### config.mk
export PLATFORM = sky130hd
export DESIGN_NAME = uart_tx_arbiter
export DESIGN_NICKNAME = d
export VERILOG_FILES = /design/src/rtl/uart_tx_arbiter.sv
export SDC_FILE = /design/constraint.sdc
export NUM_CORES = 1
export LEC_CHECK = 0
export CAP_MARGIN = 20
export CORE_MARGIN = 4
export CORE_UTILIZATION = 54
export CTS_CLUSTER_DIAMETER = 120
export DETAILED_ROUTE_END_ITERATION = 7
export PLACE_DENSITY = 0.95
export SYNTH_ARGS = -nofsm -noshare
export SYNTH_HDL_FRONTEND = slang
export SYNTH_SLANG_ARGS = --single-unit
export TNS_END_PERCENT = 50
### constraint.sdc
create_clock -name clk -period 3.1 [get_ports clk]
set_input_delay 0.31 -clock clk [delete_from_list [all_inputs] [get_ports clk]]
set_output_delay 0.31 -clock clk [all_outputs]
set_load 0.005 [all_outputs]
### src/rtl/uart_tx_arbiter.sv
// uart_tx_arbiter
//   Shares one UART_TX serializer between N byte requesters. Requesters are
//   chosen round-robin. The chosen byte is captured and launched with a
//   one-cycle tx_start. The arbiter then waits for tx_done_tick, which a
//   watchdog bounds, and holds off for GAP_CYCLES before it grants again.
//
// Ports
//   clk           in   rising-edge system clock
//   reset_n       in   asynchronous active-low reset
//   req           in   [N]       per-requester request level
//   req_data      in   [N*DBIT]  packed bytes, requester i at [i*DBIT +: DBIT]
//   ack           out  [N]       one-hot pulse: requester byte captured
//   done          out  [N]       one-hot pulse: requester byte transmitted
//   tx_start      out            one-cycle start pulse to UART_TX
//   tx_din        out  [DBIT]    byte to UART_TX, held until the next grant
//   tx_done_tick  in             completion pulse from UART_TX
//   busy          out            high in every state except IDLE
//   owner         out  [OW]      current / last granted requester
//   timeout_err   out            pulse when the watchdog aborts a frame
module uart_tx_arbiter #(
  parameter int N          = 4,
  parameter int DBIT       = 8,
  parameter int GAP_CYCLES = 16,
  parameter int TIMEOUT    = 2000000,
  localparam int OW        = $clog2(N)
) (
  input  logic              clk,
  input  logic              reset_n,
  input  logic [N-1:0]      req,
  input  logic [N*DBIT-1:0] req_data,
  output logic [N-1:0]      ack,
  output logic [N-1:0]      done,
  output logic              tx_start,
  output logic [DBIT-1:0]   tx_din,
  input  logic              tx_done_tick,
  output logic              busy,
  output logic [OW-1:0]     owner,
  output logic              timeout_err
);

  localparam int WW = (TIMEOUT > 1) ? $clog2(TIMEOUT) : 1;
  localparam int GW = (GAP_CYCLES > 1) ? $clog2(GAP_CYCLES) : 1;

  typedef enum logic [1:0] {
    S_IDLE,
    S_WAIT_DONE,
    S_GAP
  } state_t;

  state_t          state_q, state_d;
  logic [OW-1:0]   rr_ptr_q, rr_ptr_d;
  logic [OW-1:0]   owner_q, owner_d;
  logic [DBIT-1:0] tx_din_q, tx_din_d;
  logic [N-1:0]    ack_q, ack_d;
  logic [N-1:0]    done_q, done_d;
  logic            tx_start_q, tx_start_d;
  logic            timeout_err_q, timeout_err_d;
  logic            busy_q, busy_d;
  logic [GW-1:0]   gap_q, gap_d;
  logic [WW-1:0]   wd_q, wd_d;

  logic            grant_vld;
  logic [OW-1:0]   grant_idx;
  logic [OW-1:0]   nxt_ptr;

  // Cyclic first-set search starting at rr_ptr. The loop walks from the far
  // end back towards rr_ptr so the last hit written is the nearest one.
  always_comb begin
    grant_vld = 1'b0;
    grant_idx = '0;
    for (int i = N - 1; i >= 0; i--) begin
      int unsigned idx;
      idx = int'(rr_ptr_q) + i;
      if (idx >= N) idx = idx - N;
      if (req[idx]) begin
        grant_vld = 1'b1;
        grant_idx = OW'(idx);
      end
    end
  end

  assign nxt_ptr = (owner_q == OW'(N - 1)) ? '0 : owner_q + 1'b1;

  always_comb begin
    state_d       = state_q;
    rr_ptr_d      = rr_ptr_q;
    owner_d       = owner_q;
    tx_din_d      = tx_din_q;
    ack_d         = '0;
    done_d        = '0;
    tx_start_d    = 1'b0;
    timeout_err_d = 1'b0;
    gap_d         = gap_q;
    wd_d          = wd_q;

    case (state_q)
      S_IDLE: begin
        gap_d = '0;
        wd_d  = '0;
        if (grant_vld) begin
          owner_d          = grant_idx;
          tx_din_d         = req_data[grant_idx*DBIT +: DBIT];
          ack_d[grant_idx] = 1'b1;
          tx_start_d       = 1'b1;
          state_d          = S_WAIT_DONE;
        end
      end

      S_WAIT_DONE: begin
        // Completion takes priority over a watchdog expiry in the same cycle.
        if (tx_done_tick || (wd_q == WW'(TIMEOUT - 1))) begin
          done_d[owner_q] = tx_done_tick;
          timeout_err_d   = ~tx_done_tick;
          rr_ptr_d        = nxt_ptr;
          wd_d            = '0;
          gap_d           = '0;
          state_d         = (GAP_CYCLES > 0) ? S_GAP : S_IDLE;
        end else begin
          wd_d = wd_q + 1'b1;
        end
      end

      S_GAP: begin
        if (gap_q == GW'(GAP_CYCLES - 1)) begin
          gap_d   = '0;
          state_d = S_IDLE;
        end else begin
          gap_d = gap_q + 1'b1;
        end
      end

      default: state_d = S_IDLE;
    endcase

    busy_d = (state_d != S_IDLE);
  end

  always_ff @(posedge clk or negedge reset_n) begin
    if (!reset_n) begin
      state_q       <= S_IDLE;
      rr_ptr_q      <= '0;
      owner_q       <= '0;
      tx_din_q      <= '0;
      ack_q         <= '0;
      done_q        <= '0;
      tx_start_q    <= 1'b0;
      timeout_err_q <= 1'b0;
      busy_q        <= 1'b0;
      gap_q         <= '0;
      wd_q          <= '0;
    end else begin
      state_q       <= state_d;
      rr_ptr_q      <= rr_ptr_d;
      owner_q       <= owner_d;
      tx_din_q      <= tx_din_d;
      ack_q         <= ack_d;
      done_q        <= done_d;
      tx_start_q    <= tx_start_d;
      timeout_err_q <= timeout_err_d;
      busy_q        <= busy_d;
      gap_q         <= gap_d;
      wd_q          <= wd_d;
    end
  end

  assign ack         = ack_q;
  assign done        = done_q;
  assign tx_start    = tx_start_q;
  assign tx_din      = tx_din_q;
  assign busy        = busy_q;
  assign owner       = owner_q;
  assign timeout_err = timeout_err_q;

endmodule

; Word level (Yosys, flattened, before mapping)
; Index checks and enable logic that the tools add are counted.
; Widths: inputs -> output; s select.
[word_totals]
regBits = 50
latchBits = 0
mem_bits_rw = 0
mem_bits_ro = 0
out_inout_bits = 21
elab_cells = 94
n_memories = 0
[op_classes]
n_addsub = 10
mul = 0
n_div = 0
n_lt_le_gt_ge = 12
n_eq_ne = 6
shift = 1
muxes = 42
n_bitwise = 2
reduce_logical = 10
[ops]
columns = operator, n
row1 = $lt 32x3->1 const B, 4
row2 = $mux 32, 4
row3 = $pmux 21 s2, 1
row4 = $shiftx 32x6->8, 1
row5 = $mux 4, 6
row6 = $add 21x1->21 const B, 1
row7 = $eq 21x21->1 const B, 1
row8 = $mux 21, 1
row9 = $mux 2, 8
row10 = $mux 1, 14
row11 = $pmux 4 s3, 1
row12 = $sub 3x3->4 const B, 3
row13 = $ge 3x3->1 const B, 3
row14 = $bmux 1 s2, 4
row15 = $add 2x2->3 const B, 2
row16 = $lt 2x3->1 const B, 2
row17 = $pmux 2 s3, 1
row18 = $reduce_and 2->1, 3
row19 = $add 4x1->4 const B, 1
row20 = $and 4x4->4, 1
row21 = $demux 1 s2, 2
row22 = $eq 2x2->1 const B, 2
row23 = $eq 4x4->1 const B, 1
row24 = $ge 2x1->1 const B, 2
row25 = 12 further kinds, 14

; Depth between registers and ports, before layout
; Gate-level depths: netlist of run 1.
[depth]
depth_word = 15
ltp_mapped = 7
depth_no_buf = 6

; Worst setup path before layout of run 1
; No wires, ideal clock.
[synth_path]
path_type = reg-to-reg
startpoint = register wd_q[8]
endpoint = register rr_ptr_q[1]
setup_ps = 125
arrival_ps = 1818
t_required_ps = 2975
setup_slack_ps = 1157
stages_incl_launch_ff = 6
path_cell_list = dfrtp_1 or4_4 nor4_4 a21oi_1 nor2_1 mux2_2
[synth_via]
elab_chain_len = 3
[synth_lines]
columns = element, line_no
row1 = from (decl), 60  ; logic [WW-1:0] wd_q, wd_d;
row2 = from (signal assigned), 162  ; wd_q <= wd_d;
row3 = $eq 21x21->1, 111  ; if (tx_done_tick || (wd_q == WW'(TIMEOUT - 1))) begin
row4 = $logic_or 1x1->1, 111
row5 = $reduce_and 2->1 (no line), --
row6 = to (signal assigned), 153  ; rr_ptr_q <= rr_ptr_d;
row7 = to (decl), 51  ; logic [OW-1:0] rr_ptr_q, rr_ptr_d;
; No other way between the ends.
; A chain may end at the register's enable or synchronous reset.

; Final worst setup path of run 1
[layout_path]
startpoint = register state_q[1]
endpoint = register wd_q[5]
[layout_via]
elab_chain_len = 2
elab_cells_between_ends = 4
cone_classes = eq/ne: 1 / mux: 1 / reduce/logical: 2
[layout_lines]
columns = element, line_no
row1 = from (decl), 50  ; state_t state_q, state_d;
row2 = from (signal assigned), 152  ; state_q <= state_d;
row3 = $eq 2x1->1 or $logic_not 2->1 (tied branches), 96  ; case (state_q)
row4 = $pmux 21 s2 or $reduce_bool 2->1 (tied branches), --
; Several ways; a longest one is shown, not always the timed one.

==> flow_summary.json, run 1 <==
{
  "wl_per_cell_um": 16.86,
  "path_buf_inv": 0,
  "diodes": 0,
  "io_buffers": 59,
  "nNetsFinal": 366,
  "slowest_delay_ns": 0.81,
  "drc": 0,
  "num_io_pins": 60,
  "antenna_left": 0,
  "status": "finished clean",
  "fmaxAchievable_mhz": 409.6,
  "synth-simple-area-share_pct": 20.80,
  "final_cells": 374,
  "die_w_um": 77.21,
  "fin_crit_sh_pct": 78.75,
  "synthArstFlopShare_pct": 100.0,
  "slew_violations": 0,
  "peakVddDrop_mv": 0.4099,
  "synth_xor_xnor_area_share_pct": 1.016,
  "syn_area_per_cell_um2": 9.871,
  "grt_pass1_vias": 2152,
  "ys.flop_type": "dfrtp_1",
  "crit_path_cell_trace": "nor2b_1 > nand2b_1 > a21oi_2 > o21ai_0 > a31oi_1",
  "switchingPower_w": 0.0008078,
  "cts_buffer_depth": 2,
  "clock_skew_ns": 0.005558,
  "synthCells": 262,
  "critical_path_class": "flop to flop",
  "clk_pin_slew_ns": 0.09,
  "grt_use_total_pct": 21.63,
  "synth_compound_area_share_pct": 16.40,
  "gp_congestion": 0.8288,
  "die_y_um": 77.21,
  "pwr-share-seq_pct": 41.6,
  "dp_cells": 364,
  "clkSinkCount": 50,
  "switching_share_pct": 36.16,
  "finalWorstPathRequiredPeriod_ns": 2.441,
  "synth_fa_ha_area_share_pct": 2.903,
  "fin_ws_ns": 0.6587,
  "synth_mux_area_share_pct": 7.015,
  "synth_warnings": 0,
  "cts_tree": "built",
  "n_fill_cell": 292,
  "htree_levels": 2,
  "synth_top_family_by_area": "simple AND/OR/NAND/NOR gates",
  "syn_nets": 307,
  "drtIter0Drc": 220,
  "postCtsSetupRepairBufs": 0,
  "ys_seq_area_share_pct": 48.38,
  "setup_violations": 0,
  "dp_hpwl_mm": 4.578,
  "path_max_fanout": 25,
  "dr.pass1.iters": 4,
  "multi_input_area_um2": 1251,
  "cpMaxStageDelayCell": "a21oi_2",
  "worstSetupEndpointType": "flop",
  "grt_pass1_wl_mm": 10.32,
  "final_common_cell": "clkdlybuf4s50_1",
  "worstMarginPinSlew_ns": 1.043,
  "p_per_area_nw_per_um2": 671.6,
  "rows": 24,
  "synth.cell_area_um2": 2586,
  "drv_cap": 0,
  "finalHoldViolations": 0,
  "worstPathRequired_ns": 3.33,
  "routed_wl_mm": 6.306,
  "dieArea_um2": 5961,
  "crit_family": "compound AO/OA/AOI/OAI gates",
  "antenna_found_initial": 0,
  "vias_per_cell": 6.099,
  "core_area_um2": 4504,
  "power_frac_clock_pct": 17.7,
  "combPwrFrac_pct": 40.8,
  "rsz0062_at_grt": "no",
  "tns_ns": 0,
  "power_leakage_nw": 1.507,
  "synth.ff_latch_count": 50,
  "root_buffer": "clkbuf_8",
  "startpoint_type": "flop",
  "layout_common_cells": "clkdlybuf4s50_1 (58), dfrtp_1 (50), nand2_1 (28), mux2i_1 (17), o21ai_0 (16)",
  "clock_latency_ns": 0.30,
  "drive_gt1_share_pct": 5.280,
  "grt_max_degree": 51,
  "synth_edf_count": 0,
  "routed-via-count": 2281,
  "initial_core_util_pct": 57.42,
  "pre_cts_ws_ns": 0.4785,
  "area_delta_synth_final_pct": 28.64,
  "cts_buffers": 5,
  "p_int_w": 0.001427,
  "hold_class": "primary input to asynchronous set/reset pin",
  "grt-ovfl-total": 0,
  "cp.arrival_ns": 2.67,
  "seq_area_um2": 1251,
  "slew_headroom_pct": 30.45,
  "synth_cell_types": 39
}
[power groups by stage]
stage	clock, W	sequential, W	combinational (W)
floorplan	0	0.000911	0.000523
global placement	0	0.000930	0.000858
detailed placement	0	0.000935	0.000903
CTS	0.000398	0.000926	0.000913
global route	0.000429	0.000949	0.000999
finish	0.000395	0.000928	0.000911
[layout make-up]
cell class	instances	area share, %
clock buffer	6	2.482
inverter	11	1.241
clock inverter	2	0.3761
sequential	50	37.61
tap	52	1.956
timing repair buffer	62	18.73
multi-input combinational	191	37.61
[sequential cells by signal, summed over array words and instances (netlist names)]
register     cells
wd_q            21
tx_din           8
ack              4
done             4
gap_q            4
owner            2
rr_ptr_q         2
state_q          2
busy             1
timeout_err      1
tx_start         1
[synth_stat cells, types with 4 or more instances]
cell | count | area, um^2
nand3_1 | 12 | 60.06
mux2i_1 | 17 | 170.2
a22o_1 | 4 | 35.03
clkbuf_1 | 6 | 22.52
nor3_1 | 8 | 40.04
dfrtp_1 | 50 | 1251
a21o_1 | 8 | 60.06
a21oi_1 | 8 | 40.04
inv_1 | 11 | 41.29
nand2_1 | 28 | 105.1
and3_1 | 10 | 62.56
o221ai_1 | 9 | 78.83
nand4_1 | 5 | 31.28
nor2_1 | 12 | 45.04
a31oi_1 | 12 | 75.07
ha_1 | 6 | 75.07
nand2b_1 | 6 | 37.54
o21ai_0 | 16 | 80.08
[metrics by stage]
| stage | instance area (um^2) | util [%] | hold WS (ns) | power [W] |
|---|---|---|---|---|
| 2_1_floorplan | 2586 | - | 0.01441 | 0.001433 |
| 3_3_place_gp | 3202 | 71.08 | 0.4701 | 0.001788 |
| 3_5_place_dp | 3202 | 71.08 | 0.4756 | 0.001838 |
| 4_1_cts | 3297 | 73.19 | 0.2258 | 0.002237 |
| 5_1_grt | 3327 | 73.86 | 0.4143 | 0.002377 |
| 6_report | 3327 | 73.86 | 0.3762 | 0.002234 |
[path summary, 6_finish.rpt]
path                            start        end  slack, ns  cells past startpoint
setup / recovery           state_q[1]    wd_q[5]       0.66                      5
hold / removal                reset_n   wd_q[13]       0.38                      2
setup reg to reg           state_q[1]    wd_q[5]       0.66                      5
hold reg to reg             tx_din[3]  tx_din[3]       0.50                      2
max in group asynchronous     reset_n  tx_din[6]       2.25                      3
min in group clk            tx_din[3]  tx_din[3]       0.50                      2
[cells by family (layout without fill, tap and decap cells)]
kind of cell               after synthesis  after routing
muxes                                   18             18
DFF                                     50             50
and+or+nand+nor                        100            100
adders and majority gates                6              6
AOI/OAI and AO/OA                       64             64
buffers and inverters                   21             81
xor gates and xnor gates                 3              3
[metal layers]
layer | share of wire [%] | track usage, %
met3 | 5.1 | 3.630
met5 | 0 | 0
met2 | 50 | 34.72
met4 | 3.0 | 10.32
met1 | 41 | 28.44
[what timing repair did]
action,4_1_cts,5_1_grt
resized for setup,0,0
hold endpoints to repair,0,7
hold buffers,0,1
setup endpoints to repair,0,0
(Power assumes the default switching activity.)
==> inputs of run 2 (changes only) <==
--- a/config.mk
+++ b/config.mk
@@ -7,10 +7,10 @@
 export LEC_CHECK = 0
 export CAP_MARGIN = 20
 export CORE_MARGIN = 4
-export CORE_UTILIZATION = 54
+export CORE_UTILIZATION = 45
 export CTS_CLUSTER_DIAMETER = 120
 export DETAILED_ROUTE_END_ITERATION = 7
-export PLACE_DENSITY = 0.95
+export PLACE_DENSITY = 0.86
 export SYNTH_ARGS = -nofsm -noshare
 export SYNTH_HDL_FRONTEND = slang
 export SYNTH_SLANG_ARGS = --single-unit
==> constraint.sdc (replaced) <==
create_clock -name clk -period 2.15 [get_ports clk]
set_input_delay 0.215 -clock clk [delete_from_list [all_inputs] [get_ports clk]]
set_output_delay 0.215 -clock clk [all_outputs]
set_load 0.005 [all_outputs]
==> flow_summary.json, run 2 (synthesis results as in run 1) <==
{
  "dr.pass1.iters": 5,
  "fin_util_pct": 63.57,
  "worstMarginPinSlew_ns": 0.6366,
  "clk_pin_slew_ns": 0.09,
  "num_io_pins": 60,
  "ctsResizeCount": 1,
  "clkSinkCount": 50,
  "slew_headroom_pct": 57.47,
  "vias_per_cell": 5.643,
  "grt_use_total_pct": 19.26,
  "fin_crit_sh_pct": 96.65,
  "switching_share_pct": 35.39,
  "dr_wl_met3_um": 260,
  "combPwrFrac_pct": 43.8,
  "routed_wl_mm": 6.437,
  "die_y_um": 83.81,
  "power_leakage_nw": 1.618,
  "drt-met1-wl_mm": 2.589,
  "wl_per_cell_um": 15.51,
  "cp.arrival_ns": 2.27,
  "rsz0062_at_grt": "no",
  "finalHoldViolations": 0,
  "antenna_found_initial": 0,
  "dieArea_um2": 7024,
  "r2r_start": "wd_q[8]",
  "peakVddDrop_mv": 0.7063,
  "p_int_w": 0.002145,
  "postCtsSetupRepairBufs": 0,
  "crit_path_cell_trace": "or4_4 > nor4_4 > a21oi_4 > a21o_1 > a22o_1",
  "io_buffers": 59,
  "hold_class": "primary input to asynchronous set/reset pin",
  "final_common_cell": "clkdlybuf4s50_1",
  "r2r_slack_ns": 0.07,
  "startpoint_type": "flop",
  "grt_pass1_wl_mm": 11.07,
  "status": "finished clean",
  "reg2reg_depth": 5,
  "crit_family": "simple AND/OR/NAND/NOR gates",
  "drive_gt1_share_pct": 11.95,
  "clock_latency_ns": 0.31,
  "initial_core_util_pct": 46.68,
  "n_fill_cell": 430,
  "cts_buffer_depth": 2,
  "slew_violations": 0,
  "cpMaxStageDelayCell": "or4_4",
  "setup_violations": 0,
  "grt_pass1_vias": 2366,
  "pwr-share-seq_pct": 39.1,
  "met2WireLength_mm": 3.441,
  "grt-ovfl-total": 0,
  "cts_hold_buf": 0,
  "drc": 0,
  "routed-via-count": 2342,
  "r2r-end": "wd_q[18]",
  "area_delta_synth_final_pct": 36.19,
  "dp_cells": 407,
  "dp_hpwl_mm": 4.839,
  "switchingPower_w": 0.001175,
  "drtIter0Drc": 95,
  "htree_levels": 2,
  "gp_congestion": 0.8511,
  "layout_common_cells": "clkdlybuf4s50_1 (58), dfrtp_1 (50), nand2_1 (28), buf_4 (23), mux2i_1 (17)",
  "final_cells": 415,
  "core_area_um2": 5540,
  "routed.top_layer": "met4",
  "tns_ns": 0,
  "clock_skew_ns": 0.007197,
  "top_register": "wd_q",
  "slowest_delay_ns": 0.54,
  "nNetsFinal": 387,
  "power_frac_clock_pct": 17.1,
  "grt_max_degree": 51,
  "worstSetupEndpointType": "flop",
  "fmaxAchievable_mhz": 481.2,
  "worstPathRequired_ns": 2.35,
  "critical_path_class": "flop to flop",
  "cts_tree": "built",
  "root_buffer": "clkbuf_8",
  "rows": 27,
  "drv_cap": 0,
  "finalWorstPathRequiredPeriod_ns": 2.078,
  "largest_register_ffs": 21,
  "diodes": 0,
  "cts_buffers": 5,
  "p_per_area_nw_per_um2": 942.4,
  "antenna_left": 0,
  "die_w_um": 83.81,
  "path_max_fanout": 25,
  "path_buf_inv": 0
}
==> run 2: cell count changes in the layout (fill, tap and decap cells not counted) <==
cell	change
a21oi_1	-1
a21oi_4	+1
buf_4	+22
dlygate4sd3_1	-1
o21ai_1	-1
o21ai_2	+1
==> run 2: worst register-to-register path, stage by stage (launching register included) <==
cell and delay [ns]:
dfrtp_1 0.38, or4_4 0.54, nor4_4 0.36, a21oi_4 0.25, a21o_1 0.22, a22o_1 0.22
==> run 2: power by group through the flow <==
stage	Clock [W]	Combinational, W	Sequential, W
after floorplan	0	0.000754	0.00131
after global placement	0	0.00140	0.00130
after detailed placement	0	0.00145	0.00132
after CTS	0.000582	0.00146	0.00130
after global routing	0.000628	0.00161	0.00133
final	0.000569	0.00145	0.00130
==> run 2: area by class of cell <==
cell class              instances  area (um^2)  area share (%)
clock buffers                   6        82.58           2.345
clock inverters                 2        12.51          0.3552
inverters                      11        41.29           1.172
multi-input cells             191         1266           35.95
flip-flops and latches         50         1251           35.52
well taps                      72        90.09           2.558
repair buffers                 83        778.2           22.10
==> run 2: metrics by stage <==
stage	area, um^2	setup slack (ns)	power [W]	hold WS (ns)
after floorplan	2586	0.2069	0.002067	-0.08059
after global placement	3412	0.06261	0.002695	0.3524
after global routing	3522	0.01197	0.003566	0.05608
after detailed placement	3412	-0.03489	0.002766	0.3612
final	3522	0.07195	0.003319	0.001422
after CTS	3515	0.04946	0.003337	0.02579
==> run 2: routing by layer <==
layer	global-route usage (%)	up-vias
met5	0	-
met4	7.310	0
met3	3.159	13
met2	33.48	64
met1	23.89	1141
li1	-	1124
==> run 2: how the worst max path moves through the flow <==
stage / slack (ns) / end / depth (start not counted) / from
4_1_cts: 0.05 / gap_q[3] / 5 / wd_q[8]
5_1_grt: 0.01 / wd_q[18] / 5 / wd_q[8]
2_1_floorplan: 0.21 / rr_ptr_q[1] / 5 / wd_q[8]
6_report: 0.07 / wd_q[18] / 5 / wd_q[8]
3_3_place_gp: 0.06 / wd_q[5] / 5 / wd_q[18]
3_5_place_dp: -0.03 / wd_q[17] / 5 / wd_q[18]
